==> config.mk <==
export PLATFORM = sky130hd
export DESIGN_NAME = hazard_ctrl
export DESIGN_NICKNAME = d
export VERILOG_FILES = /design/src/rtl/hazard_ctrl.sv
export SDC_FILE = /design/constraint.sdc
export NUM_CORES = 1
export LEC_CHECK = 0
export ABC_AREA = 1
export BUFFER_PORTS_ARGS = -buffer_cell sky130_fd_sc_hd__buf_2
export CORE_ASPECT_RATIO = 1.5
export CORE_MARGIN = 4
export CORE_UTILIZATION = 50
export CTS_BUF_LIST = sky130_fd_sc_hd__clkbuf_16
export DETAILED_ROUTE_END_ITERATION = 10
export PLACE_DENSITY = 0.75
export SETUP_SLACK_MARGIN = 0.3
export SLEW_MARGIN = 20
export SYNTH_ARGS = -nofsm -noshare
export SYNTH_HDL_FRONTEND = slang
export SYNTH_SLANG_ARGS = --single-unit
export TNS_END_PERCENT = 1
==> constraint.sdc <==
create_clock -name i_clk -period 2.95 [get_ports i_clk]
set_input_delay 0.1475 -clock i_clk [delete_from_list [all_inputs] [get_ports i_clk]]
set_output_delay 0.1475 -clock i_clk [all_outputs]
set_load 0.1 [all_outputs]
==> src/rtl/hazard_ctrl.sv <==
// rtl/hazard_ctrl.sv - RV32I decode-stage hazard/forwarding/flush controller.
// Define HAZARD_FWD_EN to enable EX/MEM/WB forwarding with 1-cycle load-use stall.
module hazard_ctrl #(
    parameter int FLUSH_CYCLES = 1,
    parameter int CNT_W        = 32
) (
    input  logic             i_clk,
    input  logic             i_rst,
    input  logic             i_id_valid,
    input  logic [4:0]       i_id_rs1,
    input  logic [4:0]       i_id_rs2,
    input  logic             i_id_use_rs1,
    input  logic             i_id_use_rs2,
    input  logic [4:0]       i_id_rd,
    input  logic             i_id_reg_write,
    input  logic             i_id_load,
    input  logic             i_id_redirect,
    output logic             o_dec_valid,
    output logic             o_stall_if,
    output logic             o_bubble_ex,
    output logic             o_flush_if,
    output logic [1:0]       o_fwd_a_sel,
    output logic [1:0]       o_fwd_b_sel,
    output logic [CNT_W-1:0] o_stall_cnt,
    output logic [CNT_W-1:0] o_flush_cnt
);

    localparam logic [1:0] LP_FLUSH_INIT = 2'(FLUSH_CYCLES);

    logic             r_ex_v, r_ex_wr, r_ex_ld;
    logic [4:0]       r_ex_rd;
    logic             r_mem_v, r_mem_wr;
    logic [4:0]       r_mem_rd;
    logic             r_wb_v, r_wb_wr;
    logic [4:0]       r_wb_rd;
    logic [1:0]       r_flush_ctr;
    logic [CNT_W-1:0] r_stall_cnt;
    logic [CNT_W-1:0] r_flush_cnt;

    logic w_dec_valid;
    logic w_hazard;
    logic w_stall;
    logic w_redirect_acc;
    logic w_a_ex, w_a_mem, w_a_wb;
    logic w_b_ex, w_b_mem, w_b_wb;

    function automatic logic f_match(input logic v, input logic wr, input logic [4:0] rd,
                                     input logic [4:0] rs, input logic use_rs);
        return v & wr & (rd != 5'd0) & (rd == rs) & use_rs;
    endfunction

    assign w_a_ex  = f_match(r_ex_v,  r_ex_wr,  r_ex_rd,  i_id_rs1, i_id_use_rs1);
    assign w_a_mem = f_match(r_mem_v, r_mem_wr, r_mem_rd, i_id_rs1, i_id_use_rs1);
    assign w_a_wb  = f_match(r_wb_v,  r_wb_wr,  r_wb_rd,  i_id_rs1, i_id_use_rs1);
    assign w_b_ex  = f_match(r_ex_v,  r_ex_wr,  r_ex_rd,  i_id_rs2, i_id_use_rs2);
    assign w_b_mem = f_match(r_mem_v, r_mem_wr, r_mem_rd, i_id_rs2, i_id_use_rs2);
    assign w_b_wb  = f_match(r_wb_v,  r_wb_wr,  r_wb_rd,  i_id_rs2, i_id_use_rs2);

`ifdef HAZARD_FWD_EN
    assign w_hazard = (w_a_ex | w_b_ex) & r_ex_ld;

    // A load in EX has no result yet, so it is never a forwarding source.
    always_comb begin
        o_fwd_a_sel = 2'b00;
        if (w_a_ex && !r_ex_ld) o_fwd_a_sel = 2'b01;
        else if (w_a_mem)       o_fwd_a_sel = 2'b10;
        else if (w_a_wb)        o_fwd_a_sel = 2'b11;
    end

    always_comb begin
        o_fwd_b_sel = 2'b00;
        if (w_b_ex && !r_ex_ld) o_fwd_b_sel = 2'b01;
        else if (w_b_mem)       o_fwd_b_sel = 2'b10;
        else if (w_b_wb)        o_fwd_b_sel = 2'b11;
    end
`else
    logic w_unused;

    assign w_hazard    = w_a_ex | w_a_mem | w_a_wb | w_b_ex | w_b_mem | w_b_wb;
    assign o_fwd_a_sel = 2'b00;
    assign o_fwd_b_sel = 2'b00;
    assign w_unused    = r_ex_ld;
`endif

    // Reset gating keeps every decode output quiet while rst is held.
    assign w_dec_valid    = i_id_valid & (r_flush_ctr == 2'd0) & ~i_rst;
    assign w_stall        = w_dec_valid & w_hazard;
    assign w_redirect_acc = w_dec_valid & i_id_redirect & ~w_stall;

    assign o_dec_valid = w_dec_valid;
    assign o_stall_if  = w_stall;
    assign o_bubble_ex = w_stall;
    assign o_flush_if  = ((r_flush_ctr != 2'd0) | w_redirect_acc) & ~i_rst;
    assign o_stall_cnt = r_stall_cnt;
    assign o_flush_cnt = r_flush_cnt;

    always_ff @(posedge i_clk or posedge i_rst) begin
        if (i_rst) begin
            r_ex_v      <= 1'b0;
            r_ex_wr     <= 1'b0;
            r_ex_ld     <= 1'b0;
            r_ex_rd     <= 5'd0;
            r_mem_v     <= 1'b0;
            r_mem_wr    <= 1'b0;
            r_mem_rd    <= 5'd0;
            r_wb_v      <= 1'b0;
            r_wb_wr     <= 1'b0;
            r_wb_rd     <= 5'd0;
            r_flush_ctr <= 2'd0;
            r_stall_cnt <= '0;
            r_flush_cnt <= '0;
        end else begin
            r_wb_v   <= r_mem_v;
            r_wb_wr  <= r_mem_wr;
            r_wb_rd  <= r_mem_rd;
            r_mem_v  <= r_ex_v;
            r_mem_wr <= r_ex_wr;
            r_mem_rd <= r_ex_rd;

            if (w_stall) begin
                r_ex_v  <= 1'b0;
                r_ex_wr <= 1'b0;
                r_ex_ld <= 1'b0;
                r_ex_rd <= 5'd0;
            end else begin
                r_ex_v  <= w_dec_valid;
                r_ex_wr <= i_id_reg_write;
                r_ex_ld <= i_id_load;
                r_ex_rd <= i_id_rd;
            end

            if (w_redirect_acc)
                r_flush_ctr <= LP_FLUSH_INIT;
            else if (r_flush_ctr != 2'd0)
                r_flush_ctr <= r_flush_ctr - 2'd1;

            if (w_stall && (r_stall_cnt != {CNT_W{1'b1}}))
                r_stall_cnt <= r_stall_cnt + CNT_W'(1);
            if (w_redirect_acc && (r_flush_cnt != {CNT_W{1'b1}}))
                r_flush_cnt <= r_flush_cnt + CNT_W'(1);
        end
    end

endmodule

==> results.cfg, run 1 <==
[sta]
finalClockSkew_ns = 0.00794
fmax_mhz = 376
hold_viol_final = 0
period_share_pct = 90.1
fin_tns_setup_ns = 0
rsz0062_at_grt = true
period_minus_slack_ns = 2.66
finalSetupViolCount = 0
worst_pin_slew_ns = 0.778
max_slew_margin_pct = 48.2
maxSlewViolCount = 0

[route]
postRouteAntennaNets = 0
wl_um = 14300
drc_errors = 0
vias_per_cell = 5.28
dr.pass1.iters = 5
initialDrtViolationCount = 236
via_count = 5055
wl_per_cell_um = 14.9

[die]
die_w_um = 93.5
dieArea_mm2 = 0.0127
coreArea_mm2 = 0.0106
ios = 95
start_util_pct = 51.5
die_h_um = 136
rows = 46

[synthesis]
syn_avg_cell_area_um2 = 7.54
yosysWarnings = 0
async_flop_share_pct = 100
synth_area_leader_cell = dfrtp_1
ys_ff_latch = 87
synth_area_leaders = dfrtp_1, nand2_1, xor2_1, nor2_1, nand4_1
syn_inst = 727
ys.flop_type = dfrtp_1
synth.most_common_cell = nand2_1
synth_area_mm2 = 0.00548
synth_edf_count = 0
synth_seq_area_share_pct = 39.7
synth_commonest_cells = nand2_1, dfrtp_1, nor2_1, inv_1, xor2_1
yosysUniqueCellTypes = 31
yosysTopAreaCellShare_pct = 39.7

[power]
p_int_w = 0.00196
p_per_area_mw_per_mm2 = 459
p_switching_w = 0.000959
ir_drop_uv = 273
leakagePower_nw = 3.21
p_comb_share_pct = 17.4
clock_power_share_pct = 38.1
seq_power_share_pct = 44.5
switching_share_pct = 32.9

[global_routing]
grt.busiest_layer = met2
grt_pass1_vias = 5043
track_usage_pct = 23.5
grt_max_degree = 88
gr-total-overflow = 0
use_met3_pct = 3.99
antenna_found_initial = 0
grtUsageMet2_pct = 43.2
grt_pass1_wl_um = 23800
gr-usage-met1_pct = 25.1

[critical_path]
critPathMaxFanout = 36
crit_required_ns = 2.80
path_class = reg -> out
cp-end-kind = output port
critPathLaunchType = flip-flop
arrival_ns = 2.51

[clocking]
htree_num_levels = 3
cts_tree = yes
path_clk_slew_ns = 0.07
clock_latency_ns = 0.34
cts_buffer_depth = 2
cts_root_buf = clkbuf_16
post_cts_buffers = 0
cts_made_buffers = 9
clkSinkCount = 87

[final_layout]
drive_above_1_share_pct = 18.1
multi_input_area_mm2 = 0.00293
diodes = 0
finalNetCount = 835
area_delta_synth_final_pct = 15.7
fin_util_pct = 59.6
seqCellArea_mm2 = 0.00218
fillers = 999

[place]
gp_congestion = 0.998
hpwl_um = 10800
io_buffers = 89

[job]
drv_cap = 0

[worst_hold_path]
min_path_type = in -> reg

[run_status]
status = finished clean
path summary, 6_finish.rpt:
check                                     startpoint                         end  slack (ns)  cells after the start
worst min register to register     r_ex_wr$_DFF_PP0_          r_mem_wr$_DFF_PP0_        0.38                      0
worst max-delay path            r_ex_rd[0]$_DFF_PP0_                 o_bubble_ex        0.29                     11
worst max register to register  r_ex_rd[0]$_DFF_PP0_  o_flush_cnt[1]$_DFFE_PP0P_        0.64                     12
min in group asynchronous                      i_rst  r_flush_ctr[0]$_DFFE_PP0P_        0.11                      3
worst min-delay path                      i_id_rd[0]        r_ex_rd[0]$_DFF_PP0_        0.01                      3
max in group asynchronous                      i_rst  o_flush_cnt[2]$_DFFE_PP0P_        2.33                      3
worst max-delay path: stages (launching register included):
cell,delay (ns)
dfrtp_1,0.47
inv_1,0.10
nand2_1,0.09
nand4_1,0.10
nor2_1,0.10
nand2_1,0.06
nand3_1,0.07
nand2_1,0.05
nand2_1,0.18
nand2_4,0.28
inv_2,0.31
buf_4,0.35
cell families (layout without fill, tap and decap cells):
kind of cell	count (synthesis)	in the layout	share of synthesized area (%)
adder cells (fa/ha/maj)	3	3	0.685
AO/OA/AOI/OAI	29	29	3.86
buffers and inverters	94	178	7.71
XOR/XNOR	81	81	12.9
other	1	4	0.0684
flip-flops	87	87	39.7
AND/OR/NAND/NOR	432	432	35.0
flip-flops by register name, summed over array words and instances, names as in the netlist:
signal	flops
r_flush_ctr	2
r_mem_wr	1
o_stall_cnt	32
o_flush_cnt	32
r_ex_rd	5
r_mem_v	1
r_wb_rd	5
r_wb_v	1
r_ex_v	1
r_mem_rd	5
r_wb_wr	1
r_ex_wr	1
layer usage:
layer / wire length, um / share of wire, %
met1: 5220 / 36
met4: 719 / 5.0
met2: 7630 / 53
met3: 730 / 5.1
met5: 0 / 0
timing repair:
action | in CTS | in global routing
setup endpoints to repair | 3 | 35
hold buffers | 0 | 0
resized for setup | 3 | 1
power groups by stage:
stage          clock network [W]  registers [W]  logic [W]
6_report                 0.00111        0.00130   0.000507
5_1_grt                  0.00119        0.00130   0.000552
4_1_cts                  0.00114        0.00130   0.000510
3_5_place_dp                   0        0.00132   0.000506
3_3_place_gp                   0        0.00132   0.000485
2_1_floorplan                  0        0.00143   0.000284
stage by stage:
| stage | power (W) | area, um2 | instances | setup WS [ns] | hold WS [ns] |
|---|---|---|---|---|---|
| floorplan | 0.00172 | 5530 | 730 | -0.423 | 0.254 |
| global route | 0.00305 | 6350 | 958 | 0.0934 | 0.0114 |
| finish | 0.00291 | 6350 | 958 | 0.292 | 0.0141 |
| global placement | 0.00180 | 6040 | 942 | 0.468 | 0.359 |
| CTS | 0.00294 | 6330 | 958 | 0.262 | 0.00196 |
| detailed placement | 0.00183 | 6040 | 942 | 0.353 | 0.362 |
cells in the final DEF, fill, tap and decap left out, drive strengths merged, types with 6 or more instances in the layout:
cell type and n:
dfrtp 87, nor2 84, nand3b 6, buf 93, clkbuf 9, xor2 57
nand2 240, o21ai 25, nor3 22, nand4 47, xnor2 24, nor4 7
inv 71, nand3 26
area by class of cell:
type | instances | share of cell area [%]
multi-input cells | 549 | 46.2
repair buffers | 93 | 7.87
clock buffers | 9 | 3.55
flip-flops and latches | 87 | 34.3
well taps | 144 | 2.84
clock inverters | 7 | 1.01
inverters | 69 | 4.20
Power figures use the tool's default switching activity.
==> run 2, diff against run 1 <==
- BUFFER_PORTS_ARGS: -buffer_cell sky130_fd_sc_hd__buf_2 -> not set
- DONT_BUFFER_PORTS: not set -> 1
- PLACE_DENSITY: 0.75 -> 0.68
==> run 2 against run 1 <==
Against the previous run: total power rose by 2.6%; clock-buffer cell count did not move; clock power rose by 6%; critical path depth down 1; core utilization grew 1.5 points; sequential power barely moved; register-to-register slack about the same; flip-flop and latch count did not move; hold slack better by 0.0062 ns; wire length increased by 3.6%; sequential share of layout area is 0.84 points lower; fmax rose by 3.0%; largest cell class unchanged.
==> results.cfg, run 2 (synthesis gave the netlist of run 1 again) <==
[run_status]
status = finished clean

[global_routing]
track_usage_pct = 24.4
grt_max_degree = 65
grt_pass1_wl_um = 24300
antenna_found_initial = 0
grt_pass1_vias = 4900
gr-total-overflow = 0

[critical_path]
cp-end-kind = output port
crit_required_ns = 2.80
path_class = reg -> out
arrival_ns = 2.43
critPathMaxFanout = 36
critPathLaunchType = flip-flop

[place]
dp_cells = 920
gp_congestion = 0.963
pre_cts_ws_ns = 0.399
hpwl_um = 11400
io_buffers = 0

[sta]
period_minus_slack_ns = 2.58
period_share_pct = 87.4
maxSlewViolCount = 0
rsz0062_at_grt = true
worst_pin_slew_ns = 0.811
fin_ws_ns = 0.370
hold_viol_final = 0
fmax_mhz = 388
finalClockSkew_ns = 0.00976
finalSetupViolCount = 0
fin_tns_setup_ns = 0
max_slew_margin_pct = 45.9

[clocking]
post_cts_buffers = 0
clock_latency_ns = 0.35
cts_root_buf = clkbuf_16
path_clk_slew_ns = 0.07
clkSinkCount = 87
htree_num_levels = 3
cts_buffer_depth = 2
cts_made_buffers = 9
cts_tree = yes

[final_layout]
multi_input_area_mm2 = 0.00293
diodes = 0
finalNetCount = 821
seqCellArea_mm2 = 0.00218
fillers = 1015
final_cell_mix = nand2_1, dfrtp_1, nor2_1
mostFrequentLayoutCell = nand2_1
drive_above_1_share_pct = 15.6
stdcell_count = 944
area_delta_synth_final_pct = 18.6

[route]
dr.pass1.iters = 5
via_count = 4941
drc_errors = 0
wl_per_cell_um = 15.7
wl_met1_um = 5370
wl_met2_um = 8060
initialDrtViolationCount = 296
top_layer = met4
vias_per_cell = 5.23
met3_length_um = 698
wl_um = 14800
postRouteAntennaNets = 0

[die]
die_h_um = 136
ios = 95
dieArea_mm2 = 0.0127
die_w_um = 93.5
start_util_pct = 51.5
coreArea_mm2 = 0.0106
rows = 46

[power]
ir_drop_uv = 263
p_per_area_mw_per_mm2 = 459
leakagePower_nw = 3.17

[job]
drv_cap = 0

[worst_hold_path]
min_path_type = in -> reg
[run 2: changes by cell type in the layout (fill, tap and decap cells not counted)]
cell           delta
inv_8             -2
bufinv_16         +1
clkinv_1          +1
buf_4            +63
inv_6             +1
buf_6             -1
clkinvlp_4        -2
buf_2            -85
buf_12            +2
dlygate4sd3_1     +7
clkinv_4          +1
[run 2: worst max-delay path, cell delays in order (launching register included)]
cell,delay [ns]
dfrtp_1,0.45
xnor2_1,0.18
nand2_1,0.07
nor2_1,0.10
nand3_1,0.08
nand3_1,0.08
nand2_1,0.05
nand2_1,0.16
nand2_4,0.28
inv_2,0.34
buf_12,0.29
[run 2: worst paths after layout]
check,from,end,slack (ns),depth (start not counted)
setup reg to reg,o_flush_cnt[1]$_DFFE_PP0P_,o_flush_cnt[21]$_DFFE_PP0P_,0.64,9
setup / recovery,r_ex_rd[0]$_DFF_PP0_,o_stall_if,0.37,10
min in group asynchronous,i_rst,r_flush_ctr[1]$_DFFE_PP0P_,0.46,3
hold / removal,i_id_valid,r_ex_v$_DFF_PP0_,0.02,2
max in group asynchronous,i_rst,o_stall_cnt[19]$_DFFE_PP0P_,1.83,3
hold reg to reg,r_mem_wr$_DFF_PP0_,r_wb_wr$_DFF_PP0_,0.38,0
[run 2: per-stage QoR]
stage / instance area, um2 / util (%) / hold slack (ns) / power, W
2_1_floorplan: 5530 / - / 0.254 / 0.00172
3_3_place_gp: 6120 / 57.5 / 0.0927 / 0.00181
3_5_place_dp: 6120 / 57.5 / 0.0900 / 0.00183
4_1_cts: 6490 / 61.0 / 0.0101 / 0.00301
5_1_grt: 6510 / 61.1 / 0.0386 / 0.00312
6_report: 6510 / 61.1 / 0.0203 / 0.00299
[run 2: area by class of cell]
type / count / share of cell area [%]
multi-input combinational: 549 / 45.1
sequential: 87 / 33.5
timing repair buffer: 79 / 9.92
inverter: 69 / 4.10
clock buffer: 9 / 3.46
tap: 144 / 2.77
clock inverter: 7 / 1.19
[run 2: layer usage]
metal	vias to the layer above	track usage, %
li1	2451	-
met1	2307	25.6
met2	137	44.7
met3	46	4.93
met4	0	13.3
met5	-	0
[run 2: power breakdown]
part	internal [W]	switching, W
combinational	0.000139	0.000373
sequential	0.00124	0.0000561
clock	0.000666	0.000510
total	0.00205	0.000939
[run 2: repair_timing]
action                                  in CTS  in global routing
gates resized for setup                      0                  1
endpoints found under the setup margin       0                 35
hold buffers                                 7                  1
hold endpoints to repair                    29                 23
==> run 3, diff against run 2 <==
- CELL_PAD_IN_SITES_DETAIL_PLACEMENT: not set -> 1
- CELL_PAD_IN_SITES_GLOBAL_PLACEMENT: not set -> 1
- CORE_UTILIZATION: 50 -> 42
- GPL_TIMING_DRIVEN: not set -> 0
- PLACE_DENSITY: 0.68 -> not set
- PLACE_DENSITY_LB_ADDON: not set -> 0.1
==> run 3 against run 2 <==
Against the previous run: the run now ends with hold timing left; sequential power rose by 11%; setup slack got worse by 0.060 ns; clock skew fell by 0.0016 ns; die area rose by 18%; clock-buffer cell count did not move; first-iteration DRC count fell by 59%; largest power group unchanged; cell count fell by 2.8%; total power rose by 2.2%; flip-flop and latch count did not move; hold slack got worse by 0.39 ns; global-route usage fell by 0.31 points; cell area fell by 2.8%.
==> results.cfg, run 3 (synthesis gave the netlist of run 1 again) <==
[critical_path]
crit_required_ns = 2.80
critPathMaxFanout = 3
rr_endpoint = o_flush_cnt[31]$_DFFE_PP0P_
path_class = reg -> out
path_cells = inv_1 -> ha_4 -> nand3_4 -> clkinvlp_4 -> nand2_4 -> nand2_4 -> a21oi_4
critPathLaunchType = flip-flop
crit_top_cell = nand2_4
reg2reg_slack_ns = 0.42
slowest_delay_ns = 0.61
rr_startpoint = o_flush_cnt[2]$_DFFE_PP0P_
rr_worst_depth = 8
cp-end-kind = output port
crit_path_top_delay_cell = a21oi_4
arrival_ns = 2.49

[global_routing]
grt_max_degree = 34
antenna_found_initial = 0
grt_pass1_vias = 5356
track_usage_pct = 24.0
grt_pass1_wl_um = 28000
gr-total-overflow = 0

[clocking]
path_clk_slew_ns = 0.07
clkSinkCount = 87
cts_made_buffers = 9
cts_root_buf = clkbuf_16
cts_buffer_depth = 2
cts_tree = yes
clock_latency_ns = 0.35
htree_num_levels = 3
hold_buffers = 9

[power]
switching_share_pct = 32.4
clock_power_share_pct = 39.3
leakagePower_nw = 2.82
p_int_w = 0.00206
p_per_area_mw_per_mm2 = 483
seq_power_share_pct = 47.2
p_switching_w = 0.000990
p_comb_share_pct = 13.4
ir_drop_uv = 300

[die]
die_w_um = 101
coreArea_mm2 = 0.0126
die_h_um = 148
dieArea_mm2 = 0.0150
start_util_pct = 43.4
ios = 95
rows = 50

[final_layout]
finalNetCount = 783
final_cell_mix = nand2_1, nor2_1, inv_1
area_delta_synth_final_pct = 15.3
diodes = 0
fillers = 1578
post-route-cell-area_mm2 = 0.00632
drive_above_1_share_pct = 18.8
mostFrequentLayoutCell = nand2_1

[sta]
fin_ws_ns = 0.310
maxSlewViolCount = 0
period_share_pct = 89.5
rsz0062_at_grt = true
period_minus_slack_ns = 2.64
hold_viol_final = 12
fmax_mhz = 379
max_slew_margin_pct = 26.5
fin_tns_setup_ns = 0
finalClockSkew_ns = 0.00813
finalSetupViolCount = 0
hold-worst-slack_ns = -0.367
worst_pin_slew_ns = 1.10

[route]
wl_um = 17400
wl_per_cell_um = 19.0
postRouteAntennaNets = 0
dr.pass1.iters = 4
drc_errors = 0
via_count = 4898
initialDrtViolationCount = 122
vias_per_cell = 5.34

[place]
place_area_mm2 = 0.00577
io_buffers = 0
hpwl_um = 13700
pre_cts_ws_ns = -0.137
gp_congestion = 0.950

[run_status]
status = finished, violations left
failed_checks = hold timing

[job]
drv_cap = 0

[worst_hold_path]
min_path_type = in -> async
-- run 3: cell types whose count changed in the layout (fill, tap and decap cells not counted), moves of 4 or more --
cell      previous run  this run
dfrtp_1             87        31
buf_2                1         7
buf_6                0         6
clkbuf_1             0         4
buf_4               68        11
dfrtp_2              0        54
-- run 3: what timing repair did --
action	CTS	global route
setup endpoints to repair	67	66
pin swaps	3	2
resized for setup	35	34
setup buffers	3	1
hold endpoints to repair	61	12
cloned	1	0
-- run 3: worst max-delay path, delay by kind of cell (launching register included) --
family          cells  cell delay (ns)
flops               1             0.35
simple gates        3             0.44
buf+inv             2             0.56
compound gates      1             0.61
fa+ha+maj           1             0.17
-- run 3: how the worst max path moves through the flow --
stage	start	end	slack [ns]	cells after the start
2_1_floorplan	i_rst	o_flush_if	-0.42	6
3_3_place_gp	i_rst	o_flush_if	-1.16	6
3_5_place_dp	o_flush_cnt[1]$_DFFE_PP0P_	o_flush_cnt[17]$_DFFE_PP0P_	-0.14	9
4_1_cts	r_flush_ctr[0]$_DFFE_PP0P_	o_flush_if	0.27	7
5_1_grt	r_flush_ctr[0]$_DFFE_PP0P_	o_flush_if	0.25	7
6_report	r_flush_ctr[1]$_DFFE_PP0P_	o_flush_if	0.31	7
-- run 3: layer usage --
layer  vias to the layer above  track usage [%]  part of all wire, %
met5                         -                0                    0
met4                         0             10.9                  3.4
met3                        30             5.71                  4.5
met2                        93             46.2                   58
met1                      2410             23.4                   34
li1                       2365                -                    -
-- run 3: layout make-up --
type                    count  area [um2]  area share (%)
clock inverters             7        81.3            1.29
flip-flops and latches     87        2250            35.6
clock buffers               9         225            3.56
well taps                 156         195            3.09
multi-input cells         549        2950            46.7
repair inverters            1        5.00          0.0792
plain buffers              25         175            2.77
repair buffers             15         170            2.69
inverters                  69         267            4.22
-- run 3: power by group through the flow --
stage	Combinational (W)	Clock [W]	Sequential (W)
after global routing	0.000460	0.00128	0.00145
after floorplan	0.000284	0	0.00143
after global placement	0.000329	0	0.00145
final	0.000411	0.00120	0.00144
after CTS	0.000412	0.00123	0.00144
after detailed placement	0.000358	0	0.00145
-- run 3: per-stage QoR --
stage / power (W) / utilization [%] / instances
6_report: 0.00305 / 50.0 / 918
5_1_grt: 0.00319 / 50.0 / 918
4_1_cts: 0.00308 / 49.6 / 917
3_5_place_dp: 0.00181 / 45.7 / 888
3_3_place_gp: 0.00178 / 45.3 / 886
2_1_floorplan: 0.00172 / - / 730
